File: src/rtl/adder_tree_pkg.sv
// Shared widths and limits for the pipelined adder tree.
// ADDER_TREE_ACCUM_EN adds the multi-beat accumulator width to the output.
package adder_tree_pkg;

    localparam int MAX_LEVELS = 6;

`ifdef ADDER_TREE_ACCUM_EN
    localparam bit ACCUM_EN = 1'b1;
`else
    localparam bit ACCUM_EN = 1'b0;
`endif

    function automatic int lvl_width(int width, int k);
        return width + k;
    endfunction

    function automatic int out_width(int width, int levels, int acc_bits);
        return width + levels + (ACCUM_EN ? acc_bits : 0);
    endfunction

endpackage

File: src/rtl/adder_tree_stage.sv
// One tree level: registered pairwise sums of 2*PAIRS operands, one bit wider each.
module adder_tree_stage
    import adder_tree_pkg::*;
#(
    parameter int IN_W  = 19,
    parameter int PAIRS = 4
) (
    input  logic                            clk,
    input  logic                            rst_n,
    input  logic                            en,
    input  logic                            in_vld,
    input  logic [2*PAIRS*IN_W-1:0]         in_data,
    output logic                            out_vld,
    output logic [PAIRS*lvl_width(IN_W,1)-1:0] out_data
);

    localparam int SW = lvl_width(IN_W, 1);

    always_ff @(posedge clk or negedge rst_n) begin
        if (!rst_n) begin
            out_vld  <= 1'b0;
            out_data <= '0;
        end else if (en) begin
            out_vld <= in_vld;
            for (int p = 0; p < PAIRS; p++) begin
                out_data[p*SW +: SW] <= SW'(in_data[2*p*IN_W +: IN_W])
                                      + SW'(in_data[(2*p+1)*IN_W +: IN_W]);
            end
        end
    end

endmodule

File: src/rtl/adder_tree_pipe.sv
// Fully pipelined 2**LEVELS-operand adder tree with global-stall backpressure.
// ADDER_TREE_ACCUM_EN adds a post-tree accumulator emitting one sum per in_last frame.
module adder_tree_pipe
    import adder_tree_pkg::*;
#(
    parameter int WIDTH    = 19,
    parameter int LEVELS   = 3,
    parameter int ACC_BITS = 8,
    localparam int N       = 1 << LEVELS,
    localparam int OW      = out_width(WIDTH, LEVELS, ACC_BITS)
) (
    input  logic               clk,
    input  logic               rst_n,
    input  logic               in_valid,
    output logic               in_ready,
    input  logic [N*WIDTH-1:0] in_data,
`ifdef ADDER_TREE_ACCUM_EN
    input  logic               in_last,
`endif
    output logic               out_valid,
    input  logic               out_ready,
    output logic [OW-1:0]      out_sum
);

    localparam int TW = lvl_width(WIDTH, LEVELS);

    // Bit offset of level k's sums inside the flat tree bus (levels 1..LEVELS).
    function automatic int lvl_off(int k);
        int o = 0;
        for (int j = 1; j < k; j++) o += (N >> j) * lvl_width(WIDTH, j);
        return o;
    endfunction

    logic                       adv;
    logic [LEVELS:0]            vld_pipe;
    logic                       vld0;
    logic [N*WIDTH-1:0]         data0;
    logic [lvl_off(LEVELS+1)-1:0] tree;
    logic [TW-1:0]              tree_sum;

    // Whole pipe moves as one; bubbles shift so latency is fixed.
    assign adv      = !out_valid || out_ready;
    assign in_ready = adv;

    always_ff @(posedge clk or negedge rst_n) begin
        if (!rst_n) begin
            vld0  <= 1'b0;
            data0 <= '0;
        end else if (adv) begin
            vld0  <= in_valid;
            data0 <= in_data;
        end
    end

    assign vld_pipe[0] = vld0;

    for (genvar k = 1; k <= LEVELS; k++) begin : g_lvl
        localparam int IW = lvl_width(WIDTH, k-1);
        localparam int P  = N >> k;
        logic [2*P*IW-1:0] din;

        if (k == 1) begin : g_first
            assign din = data0;
        end else begin : g_next
            assign din = tree[lvl_off(k-1) +: 2*P*IW];
        end

        adder_tree_stage #(.IN_W(IW), .PAIRS(P)) u_stage (
            .clk      (clk),
            .rst_n    (rst_n),
            .en       (adv),
            .in_vld   (vld_pipe[k-1]),
            .in_data  (din),
            .out_vld  (vld_pipe[k]),
            .out_data (tree[lvl_off(k) +: P*(IW+1)])
        );
    end

    assign tree_sum = tree[lvl_off(LEVELS) +: TW];

`ifdef ADDER_TREE_ACCUM_EN
    logic [LEVELS:0] last_pipe;
    logic [OW-1:0]   acc;
    logic [OW-1:0]   acc_nxt;

    assign acc_nxt = acc + OW'(tree_sum);

    always_ff @(posedge clk or negedge rst_n) begin
        if (!rst_n) begin
            last_pipe <= '0;
            acc       <= '0;
            out_valid <= 1'b0;
            out_sum   <= '0;
        end else if (adv) begin
            last_pipe <= {last_pipe[LEVELS-1:0], in_last};
            out_valid <= vld_pipe[LEVELS] && last_pipe[LEVELS];
            if (vld_pipe[LEVELS]) begin
                if (last_pipe[LEVELS]) begin
                    out_sum <= acc_nxt;
                    acc     <= '0;
                end else begin
                    acc     <= acc_nxt;
                end
            end
        end
    end
`else
    assign out_valid = vld_pipe[LEVELS];
    assign out_sum   = tree_sum;
`endif

endmodule
File: config.mk
export PLATFORM = sky130hd
export DESIGN_NAME = adder_tree_pipe
export DESIGN_NICKNAME = d
export VERILOG_FILES = /design/src/rtl/adder_tree_pkg.sv /design/src/rtl/adder_tree_stage.sv /design/src/rtl/adder_tree_pipe.sv
export SDC_FILE = /design/constraint.sdc
export NUM_CORES = 1
export LEC_CHECK = 0
export BUFFER_PORTS_ARGS = -buffer_cell sky130_fd_sc_hd__clkbuf_2
export CORE_MARGIN = 3
export CORE_UTILIZATION = 50
export DETAILED_ROUTE_END_ITERATION = 7
export PLACE_DENSITY = 0.69
export SKIP_LAST_GASP = 1
export SYNTH_ARGS = -nofsm -noshare
export SYNTH_HDL_FRONTEND = slang
export SYNTH_SLANG_ARGS = --single-unit
File: constraint.sdc
create_clock -name clk -period 3.7 [get_ports clk]
set_clock_uncertainty 0.05 [all_clocks]
set_input_delay 0.37 -clock clk [delete_from_list [all_inputs] [get_ports clk]]
set_output_delay 0.37 -clock clk [all_outputs]
set_load 0.1 [all_outputs]
==> metrics.md <==
| Metric | Value |
|---|---|
| Via count | `15,140` |
| Ant diodes | `0` |
| Worst Hold Slack | `around 11 ps` |
| Post-CTS Setup Inserts | `0` |
| Final Hold Viols | `0` |
| Peak VDD IR | `just over 0.9 mV` |
| Max-slew violations | `0` |
| Startpoint types | `flop` |
| CP max FO | `4` |
| # setup viols final | `0` |
| DIE AREA | `37,310 µm²` |
| Post-synth EDFFs | `0` |
| CTS buffer count | `35` |
| Clock Power Share | `roughly 15%` |
| Adder-Cell Fraction of Synth Area | `approximately a tenth` |
| Post-DP HPWL | `approximately 31 mm` |
| Wire length per cell | `15.71 µm` |
| Maxcap violations | `0` |
| Post-synthesis mux area share | `0.6931%` |
| Arr. time, crit path | `3160 ps` |
| #FFs+latches synth | `300` |
| Fmax | `around 350 MHz` |
| Area after DPL | `18,840 µm²` |
| Synth top area cells | `dfrtp_1 (43%), nand2_1 (14%), ha_1 (9.8%)` |
| Final Cell Area | `21,200 µm²` |
| Clock Latency Late Sink | `roughly 530 ps` |
| PwrDens | `1022 nW/µm²` |
| Synth Warn # | `0` |
| Fraction of layout cells with a size suffix above 1 | `between 10% and 20%` |
| Outcome | `finished, final reports clean` |
| RSZ-0062 raised after global routing | `false` |
| Area leader, netlist | `dfrtp_1` |
| Asr flop ratio synth | `100.0%` |
| Share of the synthesized area in the top cell type | `between 40% and 50%` |
| RePlAce Congestion | `0.9078` |
| Syn Inst Count | `2,032` |
| Congestion Overflow GR | `0` |
| Crit path kind | `reg2reg` |
| Crit end category | `flop` |
| Post-synthesis simple-gate area fraction | `21.75%` |
| Number of port buffers | `179` |
| Fin util | `62.27%` |
| Largest net degree at the start of global routing | `180` |
| CTS tree | `yes` |
| Dominant synthesized flop cell | `dfrtp_1` |
| Post-Synth XOR/XNOR Area | `3.951%` |
| Hold Crit Class | `in2reg` |
| IO Pins | `180` |
| Vias in the first global route | `14,630` |
| Die H | `193.1 µm` |
| Main combinational cell family by area after synthesis | `simple AND/OR/NAND/NOR gates` |
| Leakage power figure | `0.01043 µW` |
| # rows | `67` |
| Final TNS setup | `0 ps` |
| Worst-margin pin slew | `862.6 ps` |
| Post-synth net total | `2,332` |
| Starting Density | `51.45%` |
| Initial DRC count | `1,120` |
| CTS H-tree depth | `2` |
| Slew headroom | `42.49%` |
| Avg Inst Size Synth | `8.618 µm²` |
| Post-synthesis compound-gate area fraction | `17.93%` |
| Total track usage | `23.74%` |
| Slowest stage cell on the critical path | `fa_1` |
| First-pass GRT wire length | `72.59 mm` |
| CP required | `4040 ps` |
| Fin crit share | `76.26%` |
| Critical path's largest stage delay | `between 400 and 500 ps` |
| Post-DRT Antenna Nets | `0` |
| DRT Pass-1 Iters | `5` |
| # DRC | `0` |
| Critical-path cell list | `ha_1 > fa_1 > a211o_1 > a211oi_2 > or4_1 > o2111ai_1 > o31ai_1 > xor2_1 > o21ai_1` |
| Vias per inst | `between 5 and 6` |
| Core Region | `between 30,000 and 40,000 µm²` |
| Cell Int Power | `11,590 µW` |
| Min setup slack post-route | `878.3 ps` |
| Net load switching power | `just over 10,000 µW` |
| Detailed-route wire length | `43.69 mm` |
| Register area share after synthesis | `42.87%` |
| Area growth syn-to-layout | `21.03%` |
| Sw Ratio | `46.51%` |
| Seq pwr share | `26.2%` |
| Layout net count | `between 2,000 and 3,000` |
| Combinational share of power | `58.4%` |
| Max clock buf depth | `3` |
| CTS clk-pin slew, worst paths | `50 ps` |
| Synth unique cells | `77` |
| Initial antenna violation count | `0` |
| Root Driver | `clkbuf_16` |
| Pre-CTS WS | `roughly 960 ps` |
| Tmin final | `approximately 2800 ps` |
| CTS sink count | `300` |
| Syn Std Cell Area | `17,510 µm²` |
| Die W | `193.1 µm` |
==> path summary, 6_finish.rpt <==
kind	from	to	slack [ps]	cells past startpoint
setup / recovery	data0[114]	g_lvl[1].u_stage.out_data[78]	880	9
max in group asynchronous	rst_n	data0[123]	2220	3
hold / removal	in_data[29]	data0[29]	10	3
setup reg to reg	data0[114]	g_lvl[1].u_stage.out_data[78]	880	9
hold reg to reg	g_lvl[3].u_stage.out_data[0]	g_lvl[3].u_stage.out_data[0]	410	2
min in group asynchronous	rst_n	data0[42]	460	2
==> stage by stage <==
stage,std cells,total power (µW)
3_3_place_gp,2593,17910
2_1_floorplan,2032,15170
5_1_grt,2780,23510
3_5_place_dp,2593,18130
4_1_cts,2780,21710
6_report,2780,21670
==> state kept, by name (all words and copies together), names as in the netlist <==
| signal | count |
|---|---|
| g_lvl.u_stage.out_data | 144 |
| data0 | 152 |
| g_lvl.u_stage.out_vld | 3 |
| vld0 | 1 |
==> Yosys cell counts, drive strengths merged (4+ instances only) <==
library cell and number:
o2111ai 4, o21bai 14, mux2i 11, buf 12, a21boi 6, o31a 4, a221oi 6, and3 14
nand3 28, or2 4, inv 26, and2 10, a41oi 5, o31ai 30, nand4 10, nand2 630
a2111oi 6, dfrtp 300, nand2b 12, o311ai 4, xor2 39, nor2b 15, or3 6, o21ai 110
a21o 57, o211ai 11, a21oi 140, nor2 120, nor3 28, a211oi 23, nor4 7, ha 137
nor3b 12, o21a 20, a31oi 12, xnor2 40, fa 7, clkbuf 65, a211o 8
==> critical path: cells and delay by family, from the launching register on <==
family | cells | cell delay (ps)
xor gates and xnor gates | 1 | 180
DFF | 1 | 390
and+or+nand+nor | 1 | 180
adders and majority gates | 2 | 660
AOI/OAI and AO/OA | 5 | 1220
==> power groups by stage <==
stage / Sequential, µW / Clock [µW] / Combinational [µW]
2_1_floorplan: 6250 / 0 / 8910
3_3_place_gp: 5680 / 0 / 12200
3_5_place_dp: 5720 / 0 / 12400
4_1_cts: 5680 / 3430 / 12600
5_1_grt: 5830 / 3570 / 14100
6_report: 5680 / 3330 / 12700
==> repair_timing <==
action | in CTS | in global routing
hold endpoints to repair | 228 | 0
hold buffers | 124 | 0
resized for setup | 0 | 0
==> area by class of cell <==
type	count	area, µm²
Fill cell	3031	12840
Tap cell	448	560.5
Inverter	26	105.1
Timing Repair Buffer	314	2280
Multi-Input combinational cell	1629	9624
Clock buffer	56	1066
Clock inverter	7	52.55
Sequential cell	300	7507
==> routing by layer <==
metal / vias up / global-route usage [%] / share of wire, % / wire length [µm]
li1: 7614 / - / - / -
met1: 7203 / 36.04 / 51 / 22180
met2: 266 / 36.26 / 44 / 19030
met3: 56 / 3.309 / 3.8 / 1651
met4: 0 / 5.369 / 1.9 / 827
met5: - / 0 / 0 / 0
==> layout by cell type (no fill, tap or decap), types with 17 or more instances in the layout <==
master and instances:
nand2_1 630, dfrtp_1 300, clkbuf_2 178, a21oi_1 139, ha_1 137, dlygate4sd3_1 124
nor2_1 120, o21ai_0 96, a21o_1 57, xnor2_1 40, xor2_1 39, clkbuf_16 36
nand3_1 28, o31ai_1 28, nor3_1 28, inv_1 25, o21a_1 20, a211oi_1 17
==> kinds of logic (layout without fill, tap and decap cells) <==
kind of cell,after synthesis,in the layout
compound gates,482,482
xor+xnor,79,79
fa+ha+maj,144,144
buf+inv,103,403
flops,300,300
mux,12,12
simple gates,912,912
Note: power is estimated with default switching activity, not from simulation.
